**config.mk**
```make
export PLATFORM = sky130hd
export DESIGN_NAME = rr_arbiter_24
export DESIGN_NICKNAME = d
export VERILOG_FILES = /design/src/rtl/arb_pkg.sv /design/src/rtl/decoder_24.sv /design/src/rtl/rr_arbiter_24.sv
export SDC_FILE = /design/constraint.sdc
export NUM_CORES = 1
export LEC_CHECK = 0
export CAP_MARGIN = 20
export CORE_AREA = 2 2 39 41
export CTS_BUF_LIST = sky130_fd_sc_hd__clkbuf_2 sky130_fd_sc_hd__clkbuf_4 sky130_fd_sc_hd__clkbuf_8
export CTS_CLUSTER_SIZE = 24
export DETAILED_ROUTE_END_ITERATION = 8
export DIE_AREA = 0 0 41 43
export PLACE_DENSITY = 0.68
export SKIP_LAST_GASP = 1
export SLEW_MARGIN = 15
export SYNTH_ARGS = -nofsm -noshare
export SYNTH_HDL_FRONTEND = slang
export SYNTH_SLANG_ARGS = --single-unit
```
**constraint.sdc**
```tcl
create_clock -name clk -period 2.4 [get_ports clk]
set_input_delay 0.24 -clock clk [delete_from_list [all_inputs] [get_ports clk]]
set_output_delay 0.24 -clock clk [all_outputs]
set_load 0.01 [all_outputs]
```
**src/rtl/arb_pkg.sv**
```systemverilog
// Shared definitions for the four-requester round-robin arbiter.
//   arb_state_t : IDLE (1'b0) / GRANT (1'b1) encoding
//   N_REQ, IDX_W : requester count and grant index width
//   MAX_HOLD_DEF : default hold limit for the optional timeout feature
//   rr_pick()    : round-robin priority search starting after last_ptr
package arb_pkg;

  localparam int N_REQ        = 4;
  localparam int IDX_W        = 2;
  localparam int MAX_HOLD_DEF = 16;

  typedef enum logic {
    IDLE  = 1'b0,
    GRANT = 1'b1
  } arb_state_t;

  // Search order is last_ptr+1, +2, +3, then last_ptr itself (mod N_REQ).
  // The loop walks from the farthest candidate to the nearest so the
  // nearest requesting index is the one that sticks.
  function automatic logic [IDX_W-1:0] rr_pick(
    input logic [N_REQ-1:0] req,
    input logic [IDX_W-1:0] last_ptr
  );
    logic [IDX_W-1:0] cand;
    logic [IDX_W-1:0] pick;
    pick = last_ptr;
    for (int i = N_REQ; i >= 1; i--) begin
      cand = last_ptr + IDX_W'(i);
      if (req[cand]) pick = cand;
    end
    return pick;
  endfunction

endpackage

```
**src/rtl/decoder_24.sv**
```systemverilog
// 2-to-4 decoder with enable.
//   en : decode enable; y is all zeros when low
//   a  : 2-bit index
//   y  : one-hot output, y[a] = en
module decoder_24 (
  input  logic       en,
  input  logic [1:0] a,
  output logic [3:0] y
);

  genvar gi;
  generate
    for (gi = 0; gi < 4; gi++) begin : g_dec
      assign y[gi] = en && (a == 2'(gi));
    end
  endgenerate

endmodule

```
**src/rtl/rr_arbiter_24.sv**
```systemverilog
// Four-requester round-robin arbiter for one shared resource.
// Sequence per grant: IDLE -> GRANT (held until release) -> IDLE for at
// least one cycle, so consecutive grants are always separated by a gap.
// Optional feature macro: RR_ARB_TIMEOUT_EN -- adds a hold counter that
// forces release after MAX_HOLD grant cycles and pulses timeout.
//   clk     : system clock, rising edge
//   rst_n   : asynchronous active-low reset
//   req     : level request lines, bit i = requester i
//   done    : one-cycle release pulse from the current owner
//   gnt_en  : grant valid
//   gnt_idx : granted requester index (held after release)
//   gnt_oh  : one-hot grant decoded from gnt_en/gnt_idx
//   busy    : resource owned (same as gnt_en)
//   timeout : one-cycle pulse in the first cycle after a forced release
module rr_arbiter_24
  import arb_pkg::*;
#(
  parameter int MAX_HOLD = MAX_HOLD_DEF,
  parameter int CNT_W    = 8
) (
  input  logic             clk,
  input  logic             rst_n,
  input  logic [N_REQ-1:0] req,
  input  logic             done,
  output logic             gnt_en,
  output logic [IDX_W-1:0] gnt_idx,
  output logic [N_REQ-1:0] gnt_oh,
  output logic             busy,
  output logic             timeout
);

  // Reject illegal configurations at elaboration time.
  generate
    if (MAX_HOLD < 2 || MAX_HOLD > 255 || (2 ** CNT_W) <= MAX_HOLD) begin : g_bad_cfg
      $error("rr_arbiter_24: MAX_HOLD must be 2..255 and below 2**CNT_W");
    end
  endgenerate

  arb_state_t       state_reg, state_next;
  logic [IDX_W-1:0] gnt_idx_reg, gnt_idx_next;
  logic [IDX_W-1:0] last_ptr_reg, last_ptr_next;
  logic             release_req;
  logic             force_rel;

  // A done pulse and a dropped request in the same cycle are one release.
  assign release_req = done | ~req[gnt_idx_reg];

`ifdef RR_ARB_TIMEOUT_EN
  logic [CNT_W-1:0] hold_cnt_reg;
  logic             timeout_reg;

  // Held at zero in IDLE, so it reads 0 in the first GRANT cycle.
  always_ff @(posedge clk or negedge rst_n) begin
    if (!rst_n) begin
      hold_cnt_reg <= '0;
    end else if (state_reg == IDLE) begin
      hold_cnt_reg <= '0;
    end else begin
      hold_cnt_reg <= hold_cnt_reg + 1'b1;
    end
  end

  assign force_rel = (state_reg == GRANT) &&
                     (hold_cnt_reg == CNT_W'(MAX_HOLD - 1));

  // A normal release at the limit wins, so no timeout is flagged then.
  always_ff @(posedge clk or negedge rst_n) begin
    if (!rst_n) begin
      timeout_reg <= 1'b0;
    end else begin
      timeout_reg <= force_rel & ~release_req;
    end
  end

  assign timeout = timeout_reg;
`else
  assign force_rel = 1'b0;
  assign timeout   = 1'b0;
`endif

  always_ff @(posedge clk or negedge rst_n) begin
    if (!rst_n) begin
      state_reg    <= IDLE;
      gnt_idx_reg  <= '0;
      last_ptr_reg <= IDX_W'(N_REQ - 1);
    end else begin
      state_reg    <= state_next;
      gnt_idx_reg  <= gnt_idx_next;
      last_ptr_reg <= last_ptr_next;
    end
  end

  always_comb begin
    state_next    = state_reg;
    gnt_idx_next  = gnt_idx_reg;
    last_ptr_next = last_ptr_reg;
    case (state_reg)
      IDLE: begin
        if (|req) begin
          state_next   = GRANT;
          gnt_idx_next = rr_pick(req, last_ptr_reg);
        end
      end
      GRANT: begin
        // No preemption: other requests are ignored until release.
        if (release_req || force_rel) begin
          state_next    = IDLE;
          last_ptr_next = gnt_idx_reg;
        end
      end
      default: state_next = IDLE;
    endcase
  end

  assign gnt_en  = (state_reg == GRANT);
  assign busy    = gnt_en;
  assign gnt_idx = gnt_idx_reg;

  decoder_24 u_dec (
    .en (gnt_en),
    .a  (gnt_idx_reg),
    .y  (gnt_oh)
  );

endmodule

```
Word level (Yosys, flattened, before mapping) --
Cells that the tools add are included. Widths: inputs -> output; s select.
Word-level totals: output and inout port bits 9, input port bits 7, flip-flop bits (word level) 5
Operators by class: reduce and logical (&&, ||, !) cells 8, bitwise operators 3, order comparisons 4, add/subtract/negate cells 3, multiplexer cells 14, eq/ne operators 3
Operator list (count):
- $lt 2x3->1 const B | 4
- $bmux 1 s2 | 4
- $mux 1 | 6
- $mux 2 | 3
- $add 2x2->2 const B | 2
- $eq 2x2->1 const B | 2
- $logic_and 1x1->1 | 4
- $reduce_and 2->1 | 2
- $reduce_or 4->1 | 1
- $add 2x1->2 const B | 1
- $eq 2x1->1 const B | 1
- $logic_not 2->1 | 1
- $not 1->1 | 2
- $pmux 1 s2 | 1
- $or 1x1->1 | 1

Longest topological paths before layout --
word-level depth 6, gate-level depth with buffers 5, mapped depth without buffers 4

Modules after synthesis --
A second synthesis with hierarchy kept.
Second synthesis, totals: cells, all modules 44, area total of the unflattened synthesis 409.1 um^2
By module, submodules not included:
- rr_arbiter_24 | cells each 40, sequential area each 127.6 um^2, times used 1, area an instance 371.6 um^2
- decoder_24 | cells each 4, sequential area each 0.0 um^2, times used 1, area an instance 37.5 um^2

Least setup slack after synthesis --
Ideal clock, no wire load.
path kind register to register, start point register gnt_idx_reg[1], in the netlist gnt_idx[1], end point register last_ptr_reg[1], path buffers 1, period minus slack after synthesis 1444 ps, required time 2318 ps, setup slack 956 ps, cell stages (with the launch flop) 6, arrival 1362 ps, library setup time 82 ps, path through dfrtp_1 buf_6 mux2i_1 or3_4 nand3_2 mux2_4
On the way: longest elaborated chain between the ends 5
Ends and longest elaborated chain:
- from (decl) | line rr_arbiter_24.sv:40 | logic [IDX_W-1:0] gnt_idx_reg, gnt_idx_next;
- from (signal assigned) | line rr_arbiter_24.sv:88 | gnt_idx_reg <= gnt_idx_next;
- $bmux 1 s2 | line rr_arbiter_24.sv:46 | assign release_req = done | ~req[gnt_idx_reg];
- $mux 1 (not written as such) | line rr_arbiter_24.sv:46
- $not 1->1 | line rr_arbiter_24.sv:46
- $or 1x1->1 | line rr_arbiter_24.sv:46
- $reduce_and 2->1 (no line)
- to (signal assigned) | line rr_arbiter_24.sv:85 | last_ptr_reg <= IDX_W'(N_REQ - 1);
- to (signal assigned) | line rr_arbiter_24.sv:89 | last_ptr_reg <= last_ptr_next;
- to (decl) | line rr_arbiter_24.sv:41 | logic [IDX_W-1:0] last_ptr_reg, last_ptr_next;
Parallel ways exist; a longest one is shown, timed or not. The select of a mux whose other input is x is not followed. A chain may end at the register's enable or synchronous reset.

Worst setup path after layout --
start point register state_reg, in the netlist busy, end point output gnt_oh[0]
On the way: longest elaborated chain between the ends 1
Ends and longest elaborated chain:
- from (decl) | line rr_arbiter_24.sv:39 | arb_state_t state_reg, state_next;
- from (signal assigned) | line rr_arbiter_24.sv:87 | state_reg <= state_next;
- $logic_and 1x1->1 | line decoder_24.sv:14 | assign y[gi] = en && (a == 2'(gi));
- to (decl) | line rr_arbiter_24.sv:27 | output logic [N_REQ-1:0] gnt_oh,
No other way between the ends.

==> load_flow_metrics.sql <==
INSERT INTO impl_metrics (metric_group, metric, value, unit) VALUES
('synth', 'postSynthRegisterBits', '5', ''),
('route', 'dr.pass1.iters', '2', ''),
('grt', 'global_route.overflow_total', '0', ''),
('setup_path', 'cp_data_arrival_time', '1.56', 'ns'),
('setup_path', 'timing.critical_path.required', '2.16', 'ns'),
('clock_tree', 'source_to_sink_clock_delay_at_the_later_pin_of_the_worst_skew_pair', '0.24', 'ns'),
('timing', 'finalSetupViolations', '0', ''),
('synth', 'synth.cell_area', '397', 'um2'),
('placed_design', 'post-place-cells', '70', ''),
('timing', 'period_minus_slack', '1.80', 'ns'),
('timing', 'finalWorstSetupSlack', '0.596', 'ns'),
('timing', 'finalHoldViolations', '0', ''),
('placed_design', 'hpwl', '604', 'um'),
('cells_and_area', 'drive_gt1_frac', '0.259', ''),
('setup_path', 'setup.worst_path.class', 'reg2out', ''),
('clock_tree', 'h-tree-depth', '1', ''),
('pwr', 'internal_power', '0.451', 'mW'),
('route', 'drt.antenna.violating_nets', '0', ''),
('setup_path', 'regToRegSetupSlack', '0.94', 'ns'),
('status', 'status', 'finished, final reports clean', ''),
('timing', 'fin_crit_sh', '0.752', ''),
('timing', 'setup_repair_after_global_routing_missed_its_margin', 'no', ''),
('route', 'drt_iter0_markers', '1', ''),
('setup_path', 'crit_path_max_fanout', '11', ''),
('clock_tree', 'clock_buffer_count_from_cts', '3', ''),
('synth', 'synth.avg_cell_area', '9.22', 'um2'),
('placed_design', 'port_buffers', '14', ''),
('timing', 'final.hold.worst_slack', '0.209', 'ns'),
('setup_path', 'critical_path.startpoint_type', 'register', ''),
('setup_path', 'reg2reg_to', 'last_ptr_reg[1]$_DFFE_PN1P_', ''),
('grt', 'wire_length_of_the_first_global_routing_pass', '1350', 'um'),
('synth', 'part_of_the_yosys_area_used_for_sequential_elements', '0.322', ''),
('clock_tree', 'clkSinkCount', '5', ''),
('floorplan', 'horiz_die_dim', '41', 'um'),
('clock_tree', 'clk_transition_reported_paths', '0.04', 'ns'),
('grt', 'grt_antenna_before_repair', '0', ''),
('clock_tree', 'post_cts_setup_inserts', '0', ''),
('grt', 'grt_start_max_net_pins', '12', ''),
('synth', 'synth_fp_nets', '50', ''),
('route', 'vias', '356', ''),
('grt', 'grt_usage', '0.114', ''),
('synth', 'ys_dominant_reg_cell', 'dfrtp_1', ''),
('cells_and_area', 'area_overhead_vs_synth', '41.3', '%'),
('timing', 'fin_setup_tns', '0', 'ns'),
('route', 'vias_per_cell', '4.81', ''),
('route', 'route.final.wire_length', '779', 'um'),
('synth', 'synth.yosys.warnings', '0', ''),
('clock_tree', 'clk_path_buf_depth', '2', ''),
('pwr', 'vdd.ir_drop.worst', '0.352', 'mV'),
('cells_and_area', 'ant_diodes', '0', ''),
('setup_path', 'worstSetupEndpointType', 'output port', ''),
('route', 'avgRoutedWirePerCell', '10.5', 'um'),
('setup_path', 'critical_path.reg2reg.startpoint', 'gnt_idx[1]$_DFFE_PN0P_', ''),
('synth', 'fraction_of_registers_with_async_set_or_reset_after_synthesis', '1.00', ''),
('worst_hold_path', 'timing.hold.worst.class', 'in2async', ''),
('floorplan', 'ioPinCount', '16', ''),
('synth', 'synthDistinctLibCells', '25', ''),
('pwr', 'p_per_area', '1260', 'nW/um2'),
('timing', 'worst_clock_skew', '0.00195', 'ns'),
('floorplan', 'design.die.area', '1760', 'um2'),
('setup_path', 'worst_r2r_path_depth', '4', ''),
('floorplan', 'fp-row-count', '14', ''),
('clock_tree', 'root_buffer', 'clkbuf_4', ''),
('placed_design', 'final_replace_weighted_congestion', '0.731', ''),
('pwr', 'power.combinational.fraction', '0.512', ''),
('route', 'drc_errors', '0', ''),
('job', 'drv_cap', '0', ''),
('clock_tree', 'cts_hold_repair.buffers', '0', ''),
('clock_tree', 'tritoncts', 'built', ''),
('pwr', 'p_clk_frac', '0.153', ''),
('cells_and_area', 'instances_no_fill', '74', ''),
('pwr', 'leakage', '0.240', 'nW'),
('pwr', 'netSwitchingFraction', '0.360', ''),
('timing', 'achievable_frequency', '0.554', 'GHz'),
('timing', 'drv_slew', '0', ''),
('floorplan', 'initial_utilization', '0.287', ''),
('pwr', 'net_switching_power_of_the_design', '0.254', 'mW'),
('synth', 'synth_edf_count', '0', ''),
('pwr', 'pwr-share-seq', '0.335', ''),
('cells_and_area', 'num-nets-final', '66', ''),
('clock_tree', 'cells_resized_by_post_cts_repair', '0', ''),
('floorplan', 'placeableCoreArea', '1380', 'um2'),
('synth', 'synthCells', '43', ''),
('placed_design', 'detailedPlace.worstSlack', '0.716', 'ns'),
('grt', 'first_global_vias', '327', ''),
('floorplan', 'die_y', '43', 'um');
-- how the worst max path moves through the flow --
stage	slack (ns)	start	to	depth (start not counted)
2_1_floorplan	0.96	gnt_idx[1]$_DFFE_PN0P_	last_ptr_reg[1]$_DFFE_PN1P_	5
3_3_place_gp	0.73	req[0]	last_ptr_reg[1]$_DFFE_PN1P_	5
3_5_place_dp	0.72	req[0]	last_ptr_reg[1]$_DFFE_PN1P_	5
4_1_cts	0.58	busy$_DFF_PN0_	gnt_oh[0]	2
5_1_grt	0.45	busy$_DFF_PN0_	gnt_oh[0]	2
6_report	0.60	busy$_DFF_PN0_	gnt_oh[0]	2
-- layer usage --
metal,part of all wire,vias up,GRT usage
met5,0,-,0
met4,0.028,0,0.0800
met3,0.082,3,0.0314
met2,0.47,17,0.175
met1,0.42,158,0.127
li1,-,178,-
-- cell usage in the layout, fill, tap and decap left out, drive strengths merged --
cell type      netlist  layout
mux2                 3       3
nand3                2       2
o22a                 1       1
clkdlybuf4s50        0      14
dfstp                2       2
a31oi                1       1
mux2i                1       1
dfrtp                3       3
a21oi                3       3
inv                  1       1
conb                 1       1
or3                  1       1
nor3b                1       1
a21o                 1       1
nor2                 5       5
a21boi               2       2
nand2b               2       2
o21ai                4       4
and3                 1       1
and3b                1       1
nand2                2       2
clkbuf               0       4
nor2b                2       2
-- per-stage QoR --
step	instance area (um2)	total power, mW	utilization
global route	561	0.767	0.405
finish	561	0.704	0.405
global placement	531	0.595	0.383
CTS	561	0.713	0.405
floorplan	397	0.457	-
detailed placement	531	0.601	0.383
-- synthesized netlist by cell type (2+ instances only) --
cell,count,area share
o21ai_0,4,0.050
dfstp_2,2,0.13
mux2_4,2,0.076
a21oi_1,3,0.038
dfrtp_1,3,0.19
nand2_1,2,0.019
nand3_2,2,0.050
nor2_1,5,0.047
buf_4,2,0.038
nand2b_1,2,0.032
nor2b_1,2,0.032
-- layout make-up --
class                           instances  area, um2
Timing Repair Buffer                   14        140
Fill cell                             150        823
Tap cell                               16       20.0
Sequential cell                         5        128
Clock buffer                            4       30.0
Multi-Input combinational cell         34        239
Inverter                                1       3.75
-- cell families after synthesis --
| family | Yosys count | synth area share |
|---|---|---|
| other | 1 | 0.00945 |
| AOI/OAI and AO/OA | 12 | 0.192 |
| and+or+nand+nor | 17 | 0.271 |
| muxes | 4 | 0.129 |
| DFF | 5 | 0.322 |
| buffers and inverters | 4 | 0.0757 |
-- critical path: stages, from the launching register on --
cell and delay, ns:
dfrtp_1 0.54, nor3b_1 0.22, clkdlybuf4s50_1 0.56
-- power groups by stage --
| stage | logic (mW) | registers [mW] | clock network, mW |
|---|---|---|---|
| 6_report | 0.361 | 0.236 | 0.108 |
| 5_1_grt | 0.402 | 0.246 | 0.120 |
| 4_1_cts | 0.365 | 0.236 | 0.112 |
| 3_5_place_dp | 0.365 | 0.236 | 0 |
| 3_3_place_gp | 0.361 | 0.234 | 0 |
| 2_1_floorplan | 0.247 | 0.211 | 0 |
Note: power is estimated with default switching activity, not from simulation.
